==> config.mk <==
export PLATFORM = sky130hd
export DESIGN_NAME = receptor_32_flat
export DESIGN_NICKNAME = d
export VERILOG_FILES = /design/src/rtl/receptor_32_if.sv /design/src/rtl/receptor_32.sv /design/src/flat_wrapper.sv
export SDC_FILE = /design/constraint.sdc
export NUM_CORES = 1
export LEC_CHECK = 0
export CELL_PAD_IN_SITES_DETAIL_PLACEMENT = 1
export CELL_PAD_IN_SITES_GLOBAL_PLACEMENT = 2
export CORE_MARGIN = 10
export CORE_UTILIZATION = 34
export DETAILED_ROUTE_END_ITERATION = 7
export GPL_TIMING_DRIVEN = 0
export PLACE_DENSITY_LB_ADDON = 0.1
export RECOVER_POWER = 25
export SLEW_MARGIN = 15
export SYNTH_ARGS = -nofsm -noshare
export SYNTH_HDL_FRONTEND = slang
export SYNTH_SLANG_ARGS = --single-unit
==> constraint.sdc <==
create_clock -name i_clk -period 2.6 [get_ports i_clk]
set_input_delay 0.52 -clock i_clk [delete_from_list [all_inputs] [get_ports i_clk]]
set_output_delay 0.52 -clock i_clk [all_outputs]
set_load 0.02 [all_outputs]
==> src/rtl/receptor_32_if.sv <==
// receptor_32_if: serial line, tick strobe and assembled-word outputs of receptor_32
interface receptor_32_if #(parameter int NB_DATA = 32);
   logic               i_data;
   logic               i_tick;
   logic [NB_DATA-1:0] o_data;
   logic               o_valid;
   logic               o_frame_error;
   modport slave  (input i_data, i_tick, output o_data, o_valid, o_frame_error);
   modport master (output i_data, i_tick, input o_data, o_valid, o_frame_error);
endinterface

==> src/rtl/receptor_32.sv <==
// receptor_32: oversampling UART receiver assembling N_BYTES frames into one little-endian word
module receptor_32 #(
   parameter int NB_DATA = 32,
   parameter int NB_BYTE = 8,
   parameter int N_TICKS = 16,
   parameter int N_BYTES = NB_DATA / NB_BYTE
) (
   input logic          i_clk,
   input logic          i_reset,
   receptor_32_if.slave bus
);
   localparam int TW = $clog2(N_TICKS);
   localparam int NW = $clog2(NB_BYTE);
   localparam int BW = N_BYTES > 1 ? $clog2(N_BYTES) : 1;
   typedef enum logic [1:0] {IDLE, START, DATA, STOP} state_t;
   state_t             state, state_n;
   logic [TW-1:0]      tick_cnt, tick_cnt_n;
   logic [NW-1:0]      bit_cnt, bit_cnt_n;
   logic [BW-1:0]      byte_cnt, byte_cnt_n;
   logic [NB_BYTE-1:0] sh, sh_n;
   logic [NB_DATA-1:0] word, word_n, data_n;
   logic               valid_n, ferr_n;

   // next state and datapath; counters only move on tick cycles, o_data only changes on a full word
   always_comb begin
      state_n    = state;
      tick_cnt_n = tick_cnt;
      bit_cnt_n  = bit_cnt;
      byte_cnt_n = byte_cnt;
      sh_n       = sh;
      word_n     = word;
      data_n     = bus.o_data;
      valid_n    = 1'b0;
      ferr_n     = 1'b0;
      case (state)
         IDLE: if (!bus.i_data) begin
            state_n    = START;
            tick_cnt_n = '0;
         end
         START: if (bus.i_tick) begin
            if (tick_cnt == TW'(N_TICKS / 2 - 1)) begin
               state_n    = bus.i_data ? IDLE : DATA;
               tick_cnt_n = '0;
               bit_cnt_n  = '0;
            end else tick_cnt_n = tick_cnt + 1'b1;
         end
         DATA: if (bus.i_tick) begin
            if (tick_cnt == TW'(N_TICKS - 1)) begin
               tick_cnt_n = '0;
               sh_n       = {bus.i_data, sh[NB_BYTE-1:1]};
               bit_cnt_n  = bit_cnt + 1'b1;
               state_n    = bit_cnt == NW'(NB_BYTE - 1) ? STOP : DATA;
            end else tick_cnt_n = tick_cnt + 1'b1;
         end
         STOP: if (bus.i_tick) begin
            if (tick_cnt == TW'(N_TICKS - 1)) begin
               state_n    = IDLE;
               tick_cnt_n = '0;
               if (bus.i_data) begin
                  word_n[byte_cnt*NB_BYTE +: NB_BYTE] = sh;
                  if (byte_cnt == BW'(N_BYTES - 1)) begin
                     data_n     = word_n;
                     valid_n    = 1'b1;
                     byte_cnt_n = '0;
                  end else byte_cnt_n = byte_cnt + 1'b1;
               end else begin
                  ferr_n     = 1'b1;
                  byte_cnt_n = '0;
               end
            end else tick_cnt_n = tick_cnt + 1'b1;
         end
         default: state_n = IDLE;
      endcase
   end

   // state and output registers; reset overrides tick and serial inputs
   always_ff @(posedge i_clk) begin
      if (i_reset) begin
         state             <= IDLE;
         tick_cnt          <= '0;
         bit_cnt           <= '0;
         byte_cnt          <= '0;
         sh                <= '0;
         word              <= '0;
         bus.o_data        <= '0;
         bus.o_valid       <= 1'b0;
         bus.o_frame_error <= 1'b0;
      end else begin
         state             <= state_n;
         tick_cnt          <= tick_cnt_n;
         bit_cnt           <= bit_cnt_n;
         byte_cnt          <= byte_cnt_n;
         sh                <= sh_n;
         word              <= word_n;
         bus.o_data        <= data_n;
         bus.o_valid       <= valid_n;
         bus.o_frame_error <= ferr_n;
      end
   end
endmodule

==> src/flat_wrapper.sv <==
// flat-port wrapper written by rule: the top's interface ports become plain ports
module receptor_32_flat 
#(
   parameter int NB_DATA = 32,
   parameter int NB_BYTE = 8,
   parameter int N_TICKS = 16,
   parameter int N_BYTES = NB_DATA / NB_BYTE
)
  (i_clk, i_reset, bus_i_data, bus_i_tick, bus_o_data, bus_o_valid, bus_o_frame_error);
  receptor_32_if #(.NB_DATA(NB_DATA)) bus_i ();
  input logic i_clk;
  input logic i_reset;
  input wire logic [$bits(bus_i.i_data)-1:0] bus_i_data;
  input wire logic [$bits(bus_i.i_tick)-1:0] bus_i_tick;
  output wire logic [$bits(bus_i.o_data)-1:0] bus_o_data;
  output wire logic [$bits(bus_i.o_valid)-1:0] bus_o_valid;
  output wire logic [$bits(bus_i.o_frame_error)-1:0] bus_o_frame_error;
  assign bus_i.i_data = bus_i_data;
  assign bus_i.i_tick = bus_i_tick;
  assign bus_o_data = bus_i.o_data;
  assign bus_o_valid = bus_i.o_valid;
  assign bus_o_frame_error = bus_i.o_frame_error;
  receptor_32 #(.NB_DATA(NB_DATA), .NB_BYTE(NB_BYTE), .N_TICKS(N_TICKS), .N_BYTES(N_BYTES)) u_core (.i_clk(i_clk), .i_reset(i_reset), .bus(bus_i));
endmodule
* After elaboration in Yosys (flattened, before gate mapping)
Index checks and enable logic that the tools add are counted.
** Word-level totals
- Register bits after elaboration :: 85
- Bits of input ports :: 4
- Output and inout port bits :: 34
- Word-level logic and storage cells :: 72
** Cells by class
- Add/subtract/negate cells :: 4
- Equal/unequal tests :: 15
- Shifts and indexed selects :: 2
- Mux-type cells :: 26
- Bitwise logic cells :: 4
- Reductions and logical operators :: 12
** Operators by type and width (number)
- $neg A5 Y34 :: 1
- $shift A8 B34 Y32 const A :: 1
- $shiftx A8 B34 Y32 :: 1
- $bwmux W32 :: 1
- $mux W2 :: 10
- $mux W4 :: 5
- $mux W3 :: 4
- $pmux W4 S3 :: 1
- $reduce_and A5 Y1 :: 2
- $reduce_and A3 Y1 :: 3
- $ne A2 B1 Y1 const B :: 4
- $ne A2 B2 Y1 const B :: 4
- $pmux W2 S4 :: 1
- $reduce_and A7 Y1 :: 1
- $eq A2 B2 Y1 const B :: 3
- $pmux W3 S2 :: 1
- $reduce_or A5 Y1 :: 1
- $add A4 B1 Y4 const B :: 1
- $eq A4 B3 Y1 const B :: 1
- $eq A4 B4 Y1 const B :: 1
- $not A1 Y1 :: 4
- $reduce_and A4 Y1 :: 1
- $reduce_or A4 Y1 :: 1
- $add A3 B1 Y3 const B :: 1
- 7 further kinds :: 9

* Longest topological paths before layout
Gate-level depths: netlist (run 1).
- Depth in word-level cells :: 5
- Depth in mapped cells :: 8
- Gate-level depth less buffers :: 6

* Least setup slack after synthesis (run 1)
Ideal clock, no wire load.
- Path type :: flip-flop to flip-flop
- Start :: reg u_core.byte_cnt[0]
- End :: reg u_core.word[24]
- Library setup time :: 0.086 ns
- Arrival :: 1.883 ns
- Required time :: 2.514 ns
- Slack :: 0.631 ns
- Cell stages (with the launch flop) :: 8
- Buffers on the path :: 1
- Clock period less this slack :: 1.969 ns
- Cell sequence :: dfxtp_1 inv_1 ha_1 or3b_1 buf_6 o32ai_2 nor2_1 a211oi_1
** Between the ends
- Word-level cells in the longest chain between the ends :: 3
- Elaborated cells between the ends (all ways) :: 4
- Those cells by class :: add/sub: 1; shift: 2; mux: 1
** Ends and longest elaborated chain
- from (decl) :: line receptor_32.sv:19 : logic [BW-1:0] byte_cnt, byte_cnt_n;
- from (signal assigned) :: line receptor_32.sv:92 : byte_cnt <= byte_cnt_n;
- $neg A5 Y34 (*) :: line receptor_32.sv:60 : word_n[byte_cnt*NB_BYTE +: NB_BYTE] = sh;
- $shiftx A8 B34 Y32 / $shift A8 B34 Y32 (equally long branches) :: line receptor_32.sv:60
- $bwmux W32 (*) :: line receptor_32.sv:60
- to (signal assigned) :: line receptor_32.sv:94 : word <= word_n;
- to (decl) :: line receptor_32.sv:21 : logic [NB_DATA-1:0] word, word_n, data_n;
Every way passes the cells marked *; elsewhere a longest branch is shown, timed or not.
A chain may end at the register's enable or synchronous reset.

* Worst setup path after layout (run 1)
Ends and elaborated chain as after synthesis.

==> impl_metrics.toml, run 1 <==
[sta]
finalHoldWorstSlack_ps = 462.7
maxSlewViolCount = 0
final.setup.worst_slack_ps = 312.6
worst_pin_slew_ps = 586.4
rsz0062_at_grt = "no"
slew_headroom = 0.6091
setup_viol = 0
final.setup_skew_ps = 5.855
timing.final.crit_period_ps = 2287
finalHoldViolCount = 0
post-route-period-util = 0.8798
setup_total_neg_slack_ps = 0
maxClockFrequency_ghz = 0.4372

[layout]
layout-drive-gt1-share = 0.09016
nets = 496
stdcell_count = 628
final_area_um2 = 4509
seq_area_um2 = 1702
multi_input_area_um2 = 1780
layout_common_cells = "94 x nor2_1, 85 x dfxtp_1, 48 x a211oi_1"
diodes = 0
syn2layout_area_growth_pct = 19.77
final_util = 0.4160
fillCellCount = 1316
commonest_non_fill_non_tap_cell_in_the_layout = "nor2_1"

[cts]
cts_made_buffers = 9
htree_levels = 3
hold_buffers = 0
post-cts-setup-buffers = 0
cts-resized-gates = 0
clock_latency_ps = 370
worst_setup_hold_path_clk_slew_ps = 80
cts.sink_count = 85
cts_max_path_buffers = 2
cts_root_buf = "clkbuf_8"
cts_tree = "yes"

[global_route]
number_of_global_route_vias_before_repair = 3338
globalRouteTotalUtil = 0.1395
globalRoute.busiestLayer = "met2"
global_route_wire_length_before_repair_mm = 17.83
grt_overflow_total = 0
grt_use_met2 = 0.2259
grt_max_degree = 15
number_of_antenna_violations_at_the_first_check_in_global_routing = 0
use_met1 = 0.1706
global_route_track_usage_on_met3 = 0.05196

[pwr]
vdd_ir_drop_max_uv = 281.0
pwr-share-seq = 0.523
power_mw = 2.539
power_leakage_nw = 1.570
share_clk_of_total_power = 0.416
swShare = 0.2409
combinational_cell_fraction_of_total_power = 0.061
power.internal_mw = 1.927
power.switching_uw = 611.5
pwr_density_cell_nw_per_um2 = 563.0

[route]
drt_first_iter_violations = 131
vias = 3202
postRouteWirelength_mm = 10.83
wire_per_inst_um = 17.24
first_pass_iters = 4
avg_vias_per_cell = 5.099
drc = 0
route.antenna.remaining_nets = 0

[critical_path]
critPathMaxFanout = 8
r2r_cells = 7
critical-path-slowest-cell = "dfxtp_1"
critical_path.startpoint_type = "flip-flop"
path_class = "flip-flop to flip-flop"
cpPeakStageDelay_ps = 460
critical_path_end_type = "flip-flop"
critPathArrivalTime_ps = 2570
critPathRequiredTime_ps = 2890
crit_path_cell_trace = "inv_1 -> ha_1 -> or3b_1 -> buf_6 -> o32ai_2 -> nor2_1 -> a211oi_1"

[yosys]
synth_seq_area_share = 0.4520
yosys_warnings = 0
synth_cell_types = 43
synth_top_cell_area_share = 0.4520
synth_nets = 450
synth.cell_area_um2 = 3765
synth_area_leader_cell = "dfxtp_1"
synth_area_leaders = "dfxtp_1 45%, a211oi_1 9.6%, nor2_1 9.4%"
syn_avg_cell_area_um2 = 8.615
postSynthRegisterBits = 85
synth_cells = 437

[floorplan]
fp.dieH_um = 125.2
core_region_area_um2 = 10840
floorplan.initialDensity = 0.3473
fp-row-count = 38
die_x_um = 125.2
num_io_pins = 38
die_area_um2 = 15680

[place]
preCtsSetupSlack_ps = 281.3
numPortBuffers = 35
dp.final_hpwl_mm = 7.752
placed_cells_incl_taps = 612
detailed_place.area_um2 = 4290
routabilityCongestion = 0.7863

[worst_hold_path]
timing.hold.worst_path_depth = 3
hold_path.class = "input port to flip-flop"

[flow_run]
maxCapViolations = 0

[run_status]
outcome = "complete, no violations"
[synthesized netlist by cell type (all sizes together)]
cell,instances
a31oi,7
o22ai,1
nor3,20
o41ai,1
and3,2
mux2i,10
and2,1
o21ai,7
nor2b,15
a211oi,48
a21oi,16
buf,20
o32ai,15
o211ai,2
a22oi,2
nor3b,1
and3b,1
or3b,1
clkbuf,15
dfxtp,85
nor4,1
or3,1
inv,29
and4bb,2
ha,9
nand2,14
nor2,94
nand3,5
nand2b,1
o211a,1
nand4,2
or2,2
and4,2
nand4bb,1
nor4b,1
or4,2
[logic make-up (layout without fill, tap and decap cells)]
logic type | after synthesis | after routing | share of synthesized area
buffers and inverters | 64 | 115 | 0.07377
multiplexers | 10 | 10 | 0.02659
AO/OA/AOI/OAI | 100 | 100 | 0.2014
flip-flops | 85 | 85 | 0.4520
adder cells (fa/ha/maj) | 9 | 9 | 0.02991
AND/OR/NAND/NOR | 169 | 169 | 0.2164
[layout make-up]
type / instances / area share
multi-input combinational: 288 / 0.3948
timing repair buffer: 35 / 0.07769
inverter: 29 / 0.02414
sequential: 85 / 0.3774
clock buffer: 10 / 0.03052
tap: 140 / 0.03885
clock inverter: 6 / 0.01915
buffer: 35 / 0.03746
[registers in the layout, indices dropped and copies added (netlist names), named ones only]
signal,flops
u_core.bus.o_data,32
u_core.word,32
u_core.sh,8
u_core.tick_cnt,4
u_core.bit_cnt,3
u_core.byte_cnt,2
u_core.bus.o_frame_error,1
u_core.bus.o_valid,1
u_core.state,1
[critical path: cells and delay by family (launching register included)]
kind | cells | cell delay (ps)
AO/OA/AOI/OAI | 2 | 510
adder cells (fa/ha/maj) | 1 | 410
buffers and inverters | 2 | 340
AND/OR/NAND/NOR | 2 | 470
flip-flops | 1 | 460
[routing by layer]
metal | vias to the layer above | routed length, um | share of wire
li1 | 1610 | - | -
met1 | 1544 | 5184 | 0.48
met2 | 38 | 5049 | 0.47
met3 | 10 | 468 | 0.043
met4 | 0 | 123 | 0.011
met5 | - | 0 | 0
[final timing paths]
path | slack, ps | start | to
min | 460 | bus_i_data | u_core.bus.o_valid
max reg2reg | 310 | u_core.byte_cnt[0] | u_core.word[24]
min reg2reg | 480 | u_core.word[30] | u_core.word[30]
max | 310 | u_core.byte_cnt[0] | u_core.word[24]
[power by group through the flow]
stage | logic (mW) | clock network, mW | registers [mW]
4_1_cts | 0.164 | 1.10 | 1.33
3_3_place_gp | 0.162 | 0 | 1.36
6_report | 0.155 | 1.05 | 1.33
2_1_floorplan | 0.121 | 0 | 1.35
3_5_place_dp | 0.163 | 0 | 1.36
5_1_grt | 0.177 | 1.15 | 1.33
No activity file was read; power rests on OpenSTA's default activity.
==> inputs of run 2 (changes only) <==
- CORE_MARGIN: 10 -> default
- SLEW_MARGIN: 15 -> 20
==> impl_metrics.toml, run 2 (synthesized netlist as in run 1, its figures left out) <==
[layout]
final_util = 0.4190
syn2layout_area_growth_pct = 20.11
final_area_um2 = 4522
diodes = 0
layout_common_cells = "94 x nor2_1, 85 x dfxtp_1, 48 x a211oi_1"
reg_top3 = "u_core.bus.o_data x32, u_core.word x32, u_core.sh x8"
nets = 496
layout-drive-gt1-share = 0.08830
commonest_non_fill_non_tap_cell_in_the_layout = "nor2_1"
fillCellCount = 1282

[sta]
maxSlewViolCount = 0
post-route-period-util = 0.8885
finalHoldWorstSlack_ps = 471.0
setup_viol = 0
rsz0062_at_grt = "no"
finalHoldViolCount = 0
final.setup_skew_ps = 7.761
slew_headroom = 0.5677
setup_total_neg_slack_ps = 0
worst_pin_slew_ps = 648.5
maxClockFrequency_ghz = 0.4329
final.setup.worst_slack_ps = 289.9
timing.final.crit_period_ps = 2310

[route]
wire_per_inst_um = 17.10
postRouteWirelength_mm = 10.72
drc = 0
avg_vias_per_cell = 5.188
drt_first_iter_violations = 98
first_pass_iters = 4
vias = 3253
route.antenna.remaining_nets = 0

[cts]
post-cts-setup-buffers = 0
worst_setup_hold_path_clk_slew_ps = 80
cts_max_path_buffers = 2
cts_tree = "yes"
cts.sink_count = 85
hold_buffers = 0
cts_made_buffers = 9
clock_latency_ps = 360
cts-resized-gates = 0
cts_root_buf = "clkbuf_8"
htree_levels = 3

[place]
preCtsSetupSlack_ps = 268.1
numPortBuffers = 35
dp.final_hpwl_mm = 7.475
routabilityCongestion = 0.7664
detailed_place.area_um2 = 4290

[critical_path]
critical_path.startpoint_type = "flip-flop"
crit_path_cell_trace = "inv_1 -> ha_1 -> or3b_1 -> buf_6 -> o32ai_2 -> nor2_1 -> a211oi_1"
critPathMaxFanout = 8
path_class = "flip-flop to flip-flop"
critical-path-slowest-cell = "dfxtp_1"
critPathRequiredTime_ps = 2870
critPathArrivalTime_ps = 2580
cpPeakStageDelay_ps = 460
critical_path_end_type = "flip-flop"

[pwr]
pwr_density_cell_nw_per_um2 = 576.9
vdd_ir_drop_max_uv = 259.0
power_leakage_nw = 1.594

[floorplan]
die_area_um2 = 11500
fp.dieH_um = 107.2
core_region_area_um2 = 10790
die_x_um = 107.2
floorplan.initialDensity = 0.3488
num_io_pins = 38
fp-row-count = 38

[global_route]
grt_max_degree = 15
number_of_antenna_violations_at_the_first_check_in_global_routing = 0
number_of_global_route_vias_before_repair = 3371
globalRouteTotalUtil = 0.2014
grt_overflow_total = 0
global_route_wire_length_before_repair_mm = 17.69

[run_status]
outcome = "complete, no violations"

[flow_run]
maxCapViolations = 0

[worst_hold_path]
hold_path.class = "flip-flop to flip-flop"
==> run 2: cell types whose count changed in the layout (fill, tap and decap cells not counted) <==
cell / change
clkinv_4: -1
clkinvlp_4: +2
clkbuf_8: -1
clkinv_2: -2
bufinv_16: +1
dlygate4sd3_1: +8
clkdlybuf4s50_1: -8
==> run 2: path summary, 6_finish.rpt <==
path / start / endpoint / slack [ps] / depth (start not counted)
worst min-delay path: u_core.word[18] / u_core.word[18] / 470 / 2
worst max-delay path: u_core.byte_cnt[0] / u_core.word[31] / 290 / 7
worst min register to register: u_core.word[18] / u_core.word[18] / 470 / 2
worst max register to register: u_core.byte_cnt[0] / u_core.word[31] / 290 / 7
==> run 2: cell type report <==
cell class                 instances  area (um^2)  share of cell area
inverter                          29        108.9             0.02407
timing repair buffer              35        350.3             0.07748
tap                              140        175.2             0.03874
clock inverter                     6        112.6             0.02490
clock buffer                       9        123.9             0.02739
buffer                            35        168.9             0.03735
sequential                        85         1702              0.3763
multi-input combinational        288         1780              0.3937
==> run 2: metal layers <==
metal	wire length, um	up-vias	GRT usage
li1	-	1616	-
met1	5384	1593	0.2639
met2	5001	32	0.3373
met3	222	12	0.03891
met4	115	0	0.05284
met5	0	-	0
==> run 2: where the power goes <==
group          leakage, nW  switching (mW)  internal [mW]
Sequential           0.685          0.0137           1.31
Clock                0.108           0.489          0.633
Combinational        0.802           0.111         0.0483
==> run 2: critical path: cells and delay by family, from the launching register on <==
kind / cells / cell delay (ps)
buffers and inverters: 2 / 350
AND/OR/NAND/NOR: 2 / 480
adder cells (fa/ha/maj): 1 / 420
flip-flops: 1 / 460
AO/OA/AOI/OAI: 2 / 530
==> run 2: per-stage QoR <==
step | total power [mW] | std cells
after floorplan | 1.475 | 437
after detailed placement | 1.523 | 612
after CTS | 2.663 | 627
final | 2.608 | 627
after global routing | 2.724 | 627
after global placement | 1.518 | 612
==> inputs of run 3 (changes only) <==
- CTS_BUF_LIST: default -> sky130_fd_sc_hd__clkbuf_8 sky130_fd_sc_hd__clkbuf_16
==> results of run 3 <==
No change in the layout: final DEF, timing and power equal those of run 2.
